===== src/rtl/dca_adder_share_scheduler_if.sv =====
// Bundles the requester handshake and the shared-adder control/result bus.
// The master modport is the scheduler's view; slave is the surrounding environment.
interface dca_adder_share_scheduler_if #(
    parameter int NUM_REQ          = 4,
    parameter int BW_TENSOR_SCALAR = 32
);
    logic [NUM_REQ-1:0]                  req_valid;
    logic [NUM_REQ-1:0]                  req_ready;
    logic [NUM_REQ-1:0]                  req_is_sub;
    logic [NUM_REQ-1:0]                  req_is_float;
    logic [NUM_REQ*BW_TENSOR_SCALAR-1:0] req_input0;
    logic [NUM_REQ*BW_TENSOR_SCALAR-1:0] req_input1;
    logic [NUM_REQ-1:0]                  rsp_valid;
    logic [NUM_REQ-1:0]                  rsp_ready;
    logic [BW_TENSOR_SCALAR-1:0]         rsp_result;
    logic                                add_enable;
    logic                                add_is_sub;
    logic                                add_is_float;
    logic                                add_in_valid;
    logic [BW_TENSOR_SCALAR-1:0]         add_in0;
    logic [BW_TENSOR_SCALAR-1:0]         add_in1;
    logic                                add_out_valid;
    logic [BW_TENSOR_SCALAR-1:0]         add_out_result;

    modport master (
        input  req_valid, req_is_sub, req_is_float, req_input0, req_input1,
        input  rsp_ready, add_out_valid, add_out_result,
        output req_ready, rsp_valid, rsp_result,
        output add_enable, add_is_sub, add_is_float, add_in_valid, add_in0, add_in1
    );

    modport slave (
        output req_valid, req_is_sub, req_is_float, req_input0, req_input1,
        output rsp_ready, add_out_valid, add_out_result,
        input  req_ready, rsp_valid, rsp_result,
        input  add_enable, add_is_sub, add_is_float, add_in_valid, add_in0, add_in1
    );
endinterface


===== src/rtl/dca_adder_share_scheduler.sv =====
// Round-robin issue scheduler sharing one add/sub unit among NUM_REQ requesters,
// with a tag pipeline routing float results back and an enable-based stall.
module dca_adder_share_scheduler #(
    parameter int NUM_REQ          = 4,
    parameter int BW_TENSOR_SCALAR = 32,
    parameter int FLOAT_LATENCY    = 3
) (
    input  logic                            clk,
    input  logic                            rstnn,
    dca_adder_share_scheduler_if.master     bus,
    output logic                            busy,
    output logic                            err_orphan
);
    localparam int BW  = BW_TENSOR_SCALAR;
    localparam int IDW = $clog2(NUM_REQ);
    localparam int CW  = $clog2(FLOAT_LATENCY + 1);
    localparam int HD  = FLOAT_LATENCY - 1;

    logic [FLOAT_LATENCY-1:0] tag_v_q, tag_v_d;
    logic [IDW-1:0]           tag_id_q [FLOAT_LATENCY];
    logic [IDW-1:0]           tag_id_d [FLOAT_LATENCY];
    logic [IDW-1:0]           rr_ptr_q, rr_ptr_d;
    logic                     mode_q, mode_d;
    logic                     err_orphan_q, err_orphan_d;

    logic                     head_v_s;
    logic [IDW-1:0]           head_id_s;
    logic                     enable_s;
    logic [CW-1:0]            inflight_s;
    logic                     win_found_s;
    logic [IDW-1:0]           win_id_s;
    logic                     win_float_s;
    logic                     issue_s;
    logic                     is_float_s;

    function automatic logic [IDW-1:0] wrap_add(input logic [IDW-1:0] base, input int ofs);
        int s;
        s = int'(base) + ofs;
        s = (s >= NUM_REQ) ? (s - NUM_REQ) : s;
        return IDW'(s);
    endfunction

    // Stall, occupancy and round-robin winner selection; scanning downward lets the nearest requester win.
    always_comb begin
        head_v_s   = tag_v_q[HD];
        head_id_s  = tag_id_q[HD];
        enable_s   = !(head_v_s && !bus.rsp_ready[head_id_s]);
        inflight_s = '0;
        for (int i = 0; i < FLOAT_LATENCY; i++) begin
            inflight_s = inflight_s + CW'(tag_v_q[i]);
        end
        win_found_s = 1'b0;
        win_id_s    = '0;
        for (int k = NUM_REQ - 1; k >= 0; k--) begin
            win_found_s = win_found_s | bus.req_valid[wrap_add(rr_ptr_q, k)];
            win_id_s    = bus.req_valid[wrap_add(rr_ptr_q, k)] ? wrap_add(rr_ptr_q, k) : win_id_s;
        end
        win_float_s = bus.req_is_float[win_id_s];
        if (!rstnn || !win_found_s) begin
            issue_s = 1'b0;
        end else if (win_float_s) begin
            issue_s = enable_s;
        end else begin
            // Integer results share the output mux, so wait for an empty float pipe.
            issue_s = (inflight_s == '0) && bus.rsp_ready[win_id_s];
        end
        is_float_s = rstnn && (issue_s ? win_float_s : mode_q);
    end

    // Grant, adder drive and response routing.
    always_comb begin
        bus.req_ready    = '0;
        bus.rsp_valid    = '0;
        bus.add_in_valid = issue_s;
        bus.add_is_float = is_float_s;
        bus.add_enable   = !rstnn || enable_s;
        bus.rsp_result   = bus.add_out_result;
        if (issue_s) begin
            bus.req_ready[win_id_s] = 1'b1;
            bus.add_is_sub = bus.req_is_sub[win_id_s];
            bus.add_in0    = bus.req_input0[win_id_s*BW +: BW];
            bus.add_in1    = bus.req_input1[win_id_s*BW +: BW];
        end else begin
            bus.add_is_sub = 1'b0;
            bus.add_in0    = '0;
            bus.add_in1    = '0;
        end
        if (issue_s && !win_float_s) begin
            bus.rsp_valid[win_id_s] = 1'b1;
        end else if (rstnn && head_v_s && bus.add_out_valid) begin
            bus.rsp_valid[head_id_s] = 1'b1;
        end else begin
            bus.rsp_valid = '0;
        end
        busy       = rstnn && (inflight_s != '0);
        err_orphan = err_orphan_q;
    end

    // Next state: the tag pipe advances in lockstep with the adder enable.
    always_comb begin
        tag_v_d  = tag_v_q;
        tag_id_d = tag_id_q;
        if (enable_s) begin
            for (int i = HD; i >= 1; i--) begin
                tag_v_d[i]  = tag_v_q[i-1];
                tag_id_d[i] = tag_id_q[i-1];
            end
            tag_v_d[0]  = issue_s && win_float_s;
            tag_id_d[0] = win_id_s;
        end else begin
            tag_v_d = tag_v_q;
        end
        if (issue_s) begin
            rr_ptr_d = (win_id_s == IDW'(NUM_REQ - 1)) ? '0 : (win_id_s + IDW'(1));
            mode_d   = win_float_s;
        end else begin
            rr_ptr_d = rr_ptr_q;
            mode_d   = mode_q;
        end
        err_orphan_d = err_orphan_q | (is_float_s && bus.add_out_valid && !head_v_s);
    end

    // State registers with synchronous active-low reset.
    always_ff @(posedge clk) begin
        if (!rstnn) begin
            tag_v_q      <= '0;
            for (int i = 0; i < FLOAT_LATENCY; i++) begin
                tag_id_q[i] <= '0;
            end
            rr_ptr_q     <= '0;
            mode_q       <= 1'b0;
            err_orphan_q <= 1'b0;
        end else begin
            tag_v_q      <= tag_v_d;
            tag_id_q     <= tag_id_d;
            rr_ptr_q     <= rr_ptr_d;
            mode_q       <= mode_d;
            err_orphan_q <= err_orphan_d;
        end
    end
endmodule


===== src/flat_wrapper.sv =====
// flat-port wrapper written by rule: the top's interface ports become plain ports
module dca_adder_share_scheduler_flat 
#(
    parameter int NUM_REQ          = 4,
    parameter int BW_TENSOR_SCALAR = 32,
    parameter int FLOAT_LATENCY    = 3
)
  (clk, rstnn, busy, err_orphan, bus_req_valid, bus_req_is_sub, bus_req_is_float, bus_req_input0, bus_req_input1, bus_rsp_ready, bus_add_out_valid, bus_add_out_result, bus_req_ready, bus_rsp_valid, bus_rsp_result, bus_add_enable, bus_add_is_sub, bus_add_is_float, bus_add_in_valid, bus_add_in0, bus_add_in1);
  dca_adder_share_scheduler_if #(.NUM_REQ(NUM_REQ), .BW_TENSOR_SCALAR(BW_TENSOR_SCALAR)) bus_i ();
  input  logic clk;
  input  logic rstnn;
  output logic busy;
  output logic err_orphan;
  input wire logic [$bits(bus_i.req_valid)-1:0] bus_req_valid;
  input wire logic [$bits(bus_i.req_is_sub)-1:0] bus_req_is_sub;
  input wire logic [$bits(bus_i.req_is_float)-1:0] bus_req_is_float;
  input wire logic [$bits(bus_i.req_input0)-1:0] bus_req_input0;
  input wire logic [$bits(bus_i.req_input1)-1:0] bus_req_input1;
  input wire logic [$bits(bus_i.rsp_ready)-1:0] bus_rsp_ready;
  input wire logic [$bits(bus_i.add_out_valid)-1:0] bus_add_out_valid;
  input wire logic [$bits(bus_i.add_out_result)-1:0] bus_add_out_result;
  output wire logic [$bits(bus_i.req_ready)-1:0] bus_req_ready;
  output wire logic [$bits(bus_i.rsp_valid)-1:0] bus_rsp_valid;
  output wire logic [$bits(bus_i.rsp_result)-1:0] bus_rsp_result;
  output wire logic [$bits(bus_i.add_enable)-1:0] bus_add_enable;
  output wire logic [$bits(bus_i.add_is_sub)-1:0] bus_add_is_sub;
  output wire logic [$bits(bus_i.add_is_float)-1:0] bus_add_is_float;
  output wire logic [$bits(bus_i.add_in_valid)-1:0] bus_add_in_valid;
  output wire logic [$bits(bus_i.add_in0)-1:0] bus_add_in0;
  output wire logic [$bits(bus_i.add_in1)-1:0] bus_add_in1;
  assign bus_i.req_valid = bus_req_valid;
  assign bus_i.req_is_sub = bus_req_is_sub;
  assign bus_i.req_is_float = bus_req_is_float;
  assign bus_i.req_input0 = bus_req_input0;
  assign bus_i.req_input1 = bus_req_input1;
  assign bus_i.rsp_ready = bus_rsp_ready;
  assign bus_i.add_out_valid = bus_add_out_valid;
  assign bus_i.add_out_result = bus_add_out_result;
  assign bus_req_ready = bus_i.req_ready;
  assign bus_rsp_valid = bus_i.rsp_valid;
  assign bus_rsp_result = bus_i.rsp_result;
  assign bus_add_enable = bus_i.add_enable;
  assign bus_add_is_sub = bus_i.add_is_sub;
  assign bus_add_is_float = bus_i.add_is_float;
  assign bus_add_in_valid = bus_i.add_in_valid;
  assign bus_add_in0 = bus_i.add_in0;
  assign bus_add_in1 = bus_i.add_in1;
  dca_adder_share_scheduler #(.NUM_REQ(NUM_REQ), .BW_TENSOR_SCALAR(BW_TENSOR_SCALAR), .FLOAT_LATENCY(FLOAT_LATENCY)) u_core (.clk(clk), .rstnn(rstnn), .bus(bus_i), .busy(busy), .err_orphan(err_orphan));
endmodule

===== config.mk =====
export PLATFORM = sky130hd
export DESIGN_NAME = dca_adder_share_scheduler_flat
export DESIGN_NICKNAME = d
export VERILOG_FILES = /design/src/rtl/dca_adder_share_scheduler_if.sv /design/src/rtl/dca_adder_share_scheduler.sv /design/src/flat_wrapper.sv
export SDC_FILE = /design/constraint.sdc
export NUM_CORES = 1
export LEC_CHECK = 0
export CORE_AREA = 2 2 162 164
export DETAILED_ROUTE_END_ITERATION = 10
export DIE_AREA = 0 0 164 166
export PLACE_DENSITY = 0.43
export SYNTH_ARGS = -nofsm -noshare
export SYNTH_HDL_FRONTEND = slang
export SYNTH_SLANG_ARGS = --single-unit

===== constraint.sdc =====
create_clock -name clk -period 3.15 [get_ports clk]
set_input_delay 0.63 -clock clk [delete_from_list [all_inputs] [get_ports clk]]
set_output_delay 0.63 -clock clk [all_outputs]
set_load 0.01 [all_outputs]

-- After elaboration in Yosys (flattened, before gate mapping)
Cells that the tools add are included.
- bits in registers: 13
- bits in writable memories: 0
- input port bits: 307
- bits in read-only memories: 0
- memories: 0
- latch bits: 0
- shifts and indexed selects: 2
- $mul: 0
- bitwise logic cells: 4
- mux-type cells: 38
- divide/modulo/power cells: 0
- magnitude comparators: 12
- reduce and logical (&&, ||, !) cells: 22
- add/sub/neg operators: 10
- eq/ne operators: 1
- operators by type and width (kind ; count):
    $shiftx 128x8->32 ; 2
    $mux 32 ; 2
    $lt 2x3->1 const B ; 6
    $mux 2 ; 9
    $bmux 1 s2 ; 8
    $mux 1 ; 14
    $logic_and 1x1->1 ; 12
    $mux 4 ; 3
    $ge 3x3->1 const B ; 3
    $sub 2x1->2 const B ; 4
    $add 2x2->3 const B ; 2
    $logic_not 1->1 ; 6
    $demux 1 s2 ; 2
    $ge 2x1->1 const B ; 2
    $or 1x1->1 ; 4
    $add 2x1->3 const B ; 1
    $ge 2x3->1 const B ; 1
    $add 1x1->2 ; 1
    $add 2x1->2 ; 1
    $add 2x1->2 const B ; 1
    $eq 2x2->1 const B ; 1
    $logic_not 2->1 ; 1
    $logic_or 1x1->1 ; 2
    $reduce_bool 2->1 ; 1

-- Logic depth before layout (Yosys ltp)
Gate-level depths: netlist (run 1).
- depth after elaboration: 19
- gate-level depth with buffers: 10
- mapped depth without buffers: 8

-- Least setup slack after synthesis (run 1)
No wires, ideal clock.
- path type: input port to output port
- from: input bus_req_valid[0]
- to: output bus_add_in0[24]
- arrival time: 2.164 ns
- cell stages on the path: 8
- path slack: 0.356 ns
- cells stage by stage: a21oi_1 -> o21a_1 -> o22a_2 -> buf_6 -> buf_2 -> buf_1 -> a211oi_1 -> a211oi_1
- cells in the longest elaborated chain, start to end: 12
- elaborated cells on any way between the ends: 26
- those cells by class: 1 x shift; 19 x mux; 3 x bitwise; 3 x reduce/logical
- RTL lines (element ; RTL line ; source):
    start: declaration ; flat_wrapper.sv:14 ; input wire logic [$bits(bus_i.req_valid)-1:0] bus_req_valid;
    $bmux 1 s2 ; dca_adder_share_scheduler.sv:56 ; win_id_s = bus.req_valid[wrap_add(rr_ptr_q, k)] ? wrap_add(rr_ptr_q, k) : win_id_s;
    $mux 1 (implied by the code) ; dca_adder_share_scheduler.sv:56 ;
    $mux 2 (3 in series) ; dca_adder_share_scheduler.sv:56 ;
    $mux 2 (*) ; dca_adder_share_scheduler.sv:56 ;
    named net u_core.win_id_s[1] ; dca_adder_share_scheduler.sv:31 ; logic [IDW-1:0] win_id_s;
    parallel branches: the longest is 5 deep, another holds $shiftx 128x8->32 ; n/a ;
    $mux 32 (*) ; dca_adder_share_scheduler.sv:78 ; if (issue_s) begin
    end: declaration ; flat_wrapper.sv:29 ; output wire logic [$bits(bus_i.add_in0)-1:0] bus_add_in0;
Mark *: on every way through the listed nets, which the timed path passes. The select of a mux whose other input is x is not followed.

-- Final worst setup path (run 1)
- from: input bus_req_valid[0]
- to: output bus_add_in0[24]
- cells in the longest elaborated chain, start to end: 12
- elaborated cells on any way between the ends: 26
- those cells by class: 1 x shift; 19 x mux; 3 x bitwise; 3 x reduce/logical
- RTL lines (element ; RTL line):
    parallel branches: the longest is 11 deep, another holds $shiftx 128x8->32 ; n/a
    $mux 32 (*) ; dca_adder_share_scheduler.sv:78
Every way passes the cells marked *. The select of a mux whose other input is x is not followed.

==> flow_metrics.env, run 1 <==
export IMPL_skew_ns=0.00367
export IMPL_slew_viol_final=0
export IMPL_worst_slew_pin_slew_ns=0.358
export IMPL_clock_sinks=13
export IMPL_cpPeakStageDelay_ns=0.46
export IMPL_drc=0
export IMPL_grt_max_degree=34
export IMPL_fillers=2773
export IMPL_synth_top_family_by_area="compound AO/OA/AOI/OAI gates"
export IMPL_drt_total_wl_um=18300
export IMPL_leakagePower_nw=3.07
export IMPL_overflow=0
export IMPL_initial_core_util_pct=13.1
export IMPL_synth_compound_area_share_pct=35.1
export IMPL_nNetsFinal=1126
export IMPL_maxCapViolations=0
export IMPL_wl_per_cell_um=16.0
export IMPL_synth_xor_area_share_pct=0
export IMPL_syn_to_final_growth_pct=132
export IMPL_track_usage_pct=12.2
export IMPL_power_mw=4.04
export IMPL_fp_dieH_um=166
export IMPL_htree_levels=1
export IMPL_synth_edff_count=0
export IMPL_vias=4729
export IMPL_crit_top_cell="buf_6"
export IMPL_clk_path_buf_depth=2
export IMPL_synth_simple_area_share_pct=18.7
export IMPL_grt_pass1_vias=4886
export IMPL_yosys_register_bits=13
export IMPL_ys_seq_area_share_pct=7.77
export IMPL_critPathMaxFanout=8
export IMPL_layout_setup_ws_ns=-0.00923
export IMPL_syn_inst=436
export IMPL_synth_mux_area_share_pct=21.9
export IMPL_hold_class="reg -> reg"
export IMPL_cts_hold_buf=0
export IMPL_fin_cells=1148
export IMPL_die_area_mm2=0.0272
export IMPL_postRouteAntennaNets=0
export IMPL_hold_slack_ns=0.441
export IMPL_firstDrtPassIters=4
export IMPL_fin_crit_ns=3.16
export IMPL_ys_flop_type="dfxtp_1"
export IMPL_clk_latency_ns=0.25
export IMPL_setup_violations=2
export IMPL_drive_above_1_share_pct=27.3
export IMPL_syn_nets=748
export IMPL_cp_slowest_cell="o41a_1"
export IMPL_fmax_mhz=317
export IMPL_path_cells="buf_8 -> buf_6 -> o41a_1 -> buf_4 -> o21a_1 -> nand2_2 -> o22ai_4 -> nor2_4 -> buf_6 -> buf_6 -> buf_6 -> a211oi_2 -> buf_2"
export IMPL_diodes=0
export IMPL_cp_required_ns=2.52
export IMPL_gp_congestion=0.771
export IMPL_io_pins=417
export IMPL_grt_pass1_wl_um=26300
export IMPL_cp_start_kind="primary input"
export IMPL_path_clk_slew_ns=0.05
export IMPL_drtIter0Drc=100
export IMPL_antenna_found_initial=0
export IMPL_critPathKind="in -> out"
export IMPL_multi_input_area_mm2=0.00283
export IMPL_syn_cell_area_mm2=0.00335
export IMPL_port_buffers=352
export IMPL_cp_data_arrival_time_ns=2.53
export IMPL_root_buffer="clkbuf_16"
export IMPL_holdCritStartpoint="u_core.tag_v_q[1]"
export IMPL_final_hold_viol_count=0
export IMPL_synthAdderAreaFrac_pct=2.09
export IMPL_critPathCaptureType="output port"
export IMPL_vdd_drop_max_uv=190
export IMPL_slew_headroom_pct=76.0
export IMPL_yosysWarnings=0
export IMPL_avgSynthCellArea_um2=7.68
export IMPL_cellPowerDensity_mw_per_mm2=521
export IMPL_seqCellArea_um2=263
export IMPL_async_reset_ff_share_pct=0
export IMPL_timing_rr_start="u_core.head_id_s[1]"
export IMPL_cts_buffers=3
export IMPL_hpwl_um=15000
export IMPL_status="complete, but fails checks"
export IMPL_die_x_um=164
export IMPL_violations="negative setup slack"
export IMPL_ys_types=37
export IMPL_core_area_mm2=0.0256
export IMPL_period_share_pct=100
export IMPL_cts_tree="yes"
export IMPL_dp_cells=1127
export IMPL_worstSetupStartpoint="bus_req_valid[0]"
export IMPL_placementRows=59
export IMPL_vias_per_cell=4.12
export IMPL_rsz0062_at_grt="yes"
==> state kept, by name, summed over array words and instances (netlist names) <==
name and count:
u_core.head_id_s 2, u_core.tag_id_q 4, u_core.rr_ptr_q 2, u_core.tag_v_q 3, u_core.mode_q 1, u_core.err_orphan 1
==> per-stage QoR <==
stage	utilization [%]	setup TNS (ns)	setup WS [ns]	cell area, um2
4_1_cts	30.0	-1.13	-0.0905	7680
6_report	30.3	-0.0180	-0.00923	7750
3_3_place_gp	29.4	-54.52	-0.839	7540
2_1_floorplan	-	0	0.356	3350
3_5_place_dp	29.4	-57.76	-0.907	7540
5_1_grt	30.3	-2.71	-0.0962	7750
==> cell usage in the layout, fill, tap and decap left out, drive strengths merged, types with 4 or more instances in the layout <==
| master | n |
|---|---|
| a211oi | 130 |
| o21ai | 4 |
| nor2 | 4 |
| clkdlybuf4s50 | 268 |
| clkdlybuf4s15 | 9 |
| a22o | 6 |
| nand2 | 17 |
| clkbuf | 9 |
| buf | 167 |
| mux2i | 71 |
| nor2b | 71 |
| dfxtp | 13 |
| ha | 4 |
| inv | 8 |
==> final cells by class <==
cell class	count	area share [%]
clock buffer	4	1.02
inverter	8	0.387
multi-input combinational	338	36.5
sequential	13	3.39
tap	335	5.40
timing repair buffer	450	53.3
==> synthesized netlist by cell type (2+ instances only) <==
cell type | instances | area share (%)
o21a_1 | 3 | 0.67
buf_2 | 10 | 1.5
and3_1 | 3 | 0.56
nand2_1 | 17 | 1.9
o31ai_1 | 3 | 0.67
a211oi_1 | 130 | 29
clkbuf_1 | 27 | 3.0
inv_1 | 7 | 0.78
mux2i_1 | 71 | 21
buf_4 | 37 | 8.3
nor2b_1 | 71 | 13
o21ai_0 | 4 | 0.60
nor2_1 | 3 | 0.34
ha_1 | 4 | 1.5
a21oi_1 | 3 | 0.45
nand2b_1 | 3 | 0.56
a22o_1 | 6 | 1.6
dfxtp_1 | 13 | 7.8
buf_6 | 2 | 0.67
nand3_1 | 2 | 0.30
==> report_power, final <==
part | switching, mW | internal (mW) | total [mW]
Combinational | 1.73 | 1.84 | 3.56
Clock | 0.0792 | 0.172 | 0.251
Sequential | 0.0235 | 0.202 | 0.226
Total | 1.83 | 2.21 | 4.04
==> critical path: cells and delay by family <==
kind                   cells  cell delay [ns]
buffers and inverters      7             0.88
AND/OR/NAND/NOR            2             0.29
AO/OA/AOI/OAI              4             0.72
==> per-layer routing <==
| layer | vias up | GRT usage, % | part of all wire, % | routed length (um) |
|---|---|---|---|---|
| li1 | 2378 | - | - | - |
| met1 | 2094 | 13.0 | 38 | 6950 |
| met2 | 238 | 24.2 | 52 | 9480 |
| met3 | 19 | 2.60 | 8.9 | 1620 |
| met4 | 0 | 2.29 | 1.5 | 267 |
| met5 | - | 0 | 0 | 0 |
==> cells by family (layout without fill, tap and decap cells) <==
kind of cell | after synthesis | in the layout
buffers and inverters | 85 | 462
adders and majority gates | 5 | 5
muxes | 72 | 72
and+or+nand+nor | 105 | 105
DFF | 13 | 13
AOI/OAI and AO/OA | 156 | 156
==> repair_timing <==
| action | in CTS | in global routing |
|---|---|---|
| cloned | 2 | 1 |
| resized for setup | 371 | 40 |
| pin swaps | 14 | 14 |
| endpoints found under the setup margin | 75 | 75 |
| buffers inserted | 15 | 4 |
==> worst paths after layout <==
| check | endpoint | cells after the start | slack [ns] |
|---|---|---|---|
| setup / recovery | bus_add_in0[24] | 13 | -0.009 |
| hold / removal | u_core.tag_v_q[2] | 2 | 0.44 |
| hold reg to reg | u_core.tag_v_q[2] | 2 | 0.44 |
| setup reg to reg | u_core.rr_ptr_q[0] | 9 | 0.94 |
Note: power is estimated with default switching activity, not from simulation.
==> run 2: changes to the inputs <==
Settings changed: TNS_END_PERCENT set to 10.
==> flow_metrics.env, run 2 (synthesis gave the netlist of run 1 again) <==
export IMPL_status="complete, but fails checks"
export IMPL_violations="negative setup slack"
export IMPL_gp_congestion=0.771
export IMPL_syn_to_final_growth_pct=129
export IMPL_cp_required_ns=2.52
export IMPL_rr_endpoint="u_core.err_orphan"
export IMPL_p_int_mw=2.14
export IMPL_multi_input_area_mm2=0.00280
export IMPL_vias=4724
export IMPL_critPathKind="in -> out"
export IMPL_mostFrequentLayoutCells="clkdlybuf4s50_1, a211oi_1, buf_4"
export IMPL_fp_dieH_um=166
export IMPL_rsz0062_at_grt="yes"
export IMPL_wl_per_cell_um=15.8
export IMPL_p_sw_share_pct=45.5
export IMPL_overflow=0
export IMPL_critPathCaptureType="output port"
export IMPL_layout_commonest_cell="clkdlybuf4s50_1"
export IMPL_critPathMaxFanout=4
export IMPL_largest_reg_flops=4
export IMPL_seqCellArea_um2=263
export IMPL_initial_core_util_pct=13.1
export IMPL_dp_cells=1127
export IMPL_fillers=2783
export IMPL_die_x_um=164
export IMPL_period_share_pct=101
export IMPL_reg2reg_slack_ns=0.97
export IMPL_holdCritStartpoint="u_core.tag_v_q[1]"
export IMPL_timing_rr_start="u_core.rr_ptr_q[1]"
export IMPL_endpoint="bus_add_is_float"
export IMPL_cellPowerDensity_mw_per_mm2=514
export IMPL_hpwl_um=15000
export IMPL_port_buffers=352
export IMPL_cp_start_kind="primary input"
export IMPL_pwr_share_seq_pct=5.7
export IMPL_final_hold_viol_count=0
export IMPL_drc=0
export IMPL_clk_path_buf_depth=2
export IMPL_drtIter0Drc=106
export IMPL_vias_per_cell=4.13
export IMPL_vdd_drop_max_uv=184
export IMPL_power_frac_comb_pct=87.9
export IMPL_slew_viol_final=0
export IMPL_worstSetupStartpoint="bus_req_valid[0]"
export IMPL_crit_top_cell="buf_4"
export IMPL_grt_pass1_wl_um=26300
export IMPL_maxCapViolations=0
export IMPL_cpPeakStageDelay_ns=0.46
export IMPL_path_cells="buf_8 -> buf_6 -> o41a_1 -> buf_4 -> o21a_1 -> nand2_2 -> o22ai_4 -> buf_4 -> or2_1 -> and3_1 -> clkdlybuf4s15_2"
export IMPL_htree_levels=1
export IMPL_nNetsFinal=1123
export IMPL_placementRows=59
export IMPL_hold_class="reg -> reg"
export IMPL_reg2reg_depth=9
export IMPL_fin_crit_ns=3.20
export IMPL_core_area_mm2=0.0256
export IMPL_setup_violations=1
export IMPL_postRouteAntennaNets=0
export IMPL_antenna_found_initial=0
export IMPL_grt_max_degree=34
export IMPL_leakagePower_nw=3.03
export IMPL_min_path_cells=2
export IMPL_fin_cells=1145
export IMPL_setup_tns_ns=-0.0461
export IMPL_skew_ns=0.00421
export IMPL_diodes=0
export IMPL_grt_pass1_vias=4878
export IMPL_cts_tree="yes"
export IMPL_cts_buffers=3
export IMPL_path_clk_slew_ns=0.05
export IMPL_layout_setup_ws_ns=-0.0461
export IMPL_cts_hold_buf=0
export IMPL_clk_latency_ns=0.25
export IMPL_drt_total_wl_um=18100
export IMPL_worst_slew_pin_slew_ns=0.318
export IMPL_reg_top3="u_core.tag_id_q x4, u_core.tag_v_q x3"
export IMPL_io_pins=417
export IMPL_slew_headroom_pct=78.2
export IMPL_switching_power_mw=1.79
export IMPL_die_area_mm2=0.0272
export IMPL_top_register="u_core.tag_id_q"
export IMPL_cp_data_arrival_time_ns=2.57
export IMPL_root_buffer="clkbuf_16"
export IMPL_pwr_share_clk_pct=6.4
export IMPL_firstDrtPassIters=4
export IMPL_fmax_mhz=313
export IMPL_cp_slowest_cell="o41a_1"
export IMPL_track_usage_pct=12.2
export IMPL_drive_above_1_share_pct=26.4
export IMPL_clock_sinks=13
-- run 2: area by class of cell --
cell class | count | area share (%)
inverter | 8 | 0.392
sequential | 13 | 3.43
tap | 335 | 5.47
multi-input combinational | 338 | 36.6
clock buffer | 4 | 1.03
timing repair buffer | 447 | 53.1
-- run 2: worst min path at each step --
stage                         end  slack (ns)
2_1_floorplan  u_core.tag_id_q[4]        0.42
3_3_place_gp    u_core.tag_v_q[2]        0.43
3_5_place_dp   u_core.tag_id_q[4]        0.44
4_1_cts         u_core.tag_v_q[2]        0.44
5_1_grt         u_core.tag_v_q[2]        0.47
6_report        u_core.tag_v_q[2]        0.44
-- run 2: worst max-delay path: cells and delay by family --
| family | cells | cell delay (ns) |
|---|---|---|
| buffers and inverters | 5 | 0.74 |
| AO/OA/AOI/OAI | 3 | 0.68 |
| AND/OR/NAND/NOR | 3 | 0.50 |
-- run 2: repair_timing --
item / 4_1_cts / 5_1_grt
pin swaps: 11 / 9
setup buffers: 14 / 2
endpoints found under the setup margin: 75 / 75
resized for setup: 365 / 30
cloned: 2 / 0
-- run 2: metrics by stage --
step	util (%)	hold WS [ns]	instance area (um2)	power [mW]	worst slack, ns
final	29.9	0.441	7660	3.94	-0.0461
after global routing	29.9	0.467	7660	4.26	-0.0931
after CTS	29.9	0.441	7670	4.02	-0.0908
after detailed placement	29.4	0.437	7540	3.71	-0.907
after global placement	29.4	0.434	7540	3.73	-0.839
after floorplan	-	0.422	3350	1.90	0.356
-- run 2: power groups by stage --
| stage | Combinational (mW) | Sequential, mW | Clock, mW |
|---|---|---|---|
| 2_1_floorplan | 1.68 | 0.225 | 0 |
| 3_3_place_gp | 3.51 | 0.225 | 0 |
| 3_5_place_dp | 3.48 | 0.226 | 0 |
| 4_1_cts | 3.54 | 0.224 | 0.255 |
| 5_1_grt | 3.77 | 0.230 | 0.265 |
| 6_report | 3.46 | 0.226 | 0.251 |
-- run 2: layer usage --
layer / GRT usage (%) / part of all wire, % / vias up
met4: 2.29 / 1.5 / 0
met5: 0 / 0 / -
li1: - / - / 2374
met1: 13.0 / 38 / 2086
met3: 2.60 / 9.1 / 19
met2: 24.2 / 52 / 245
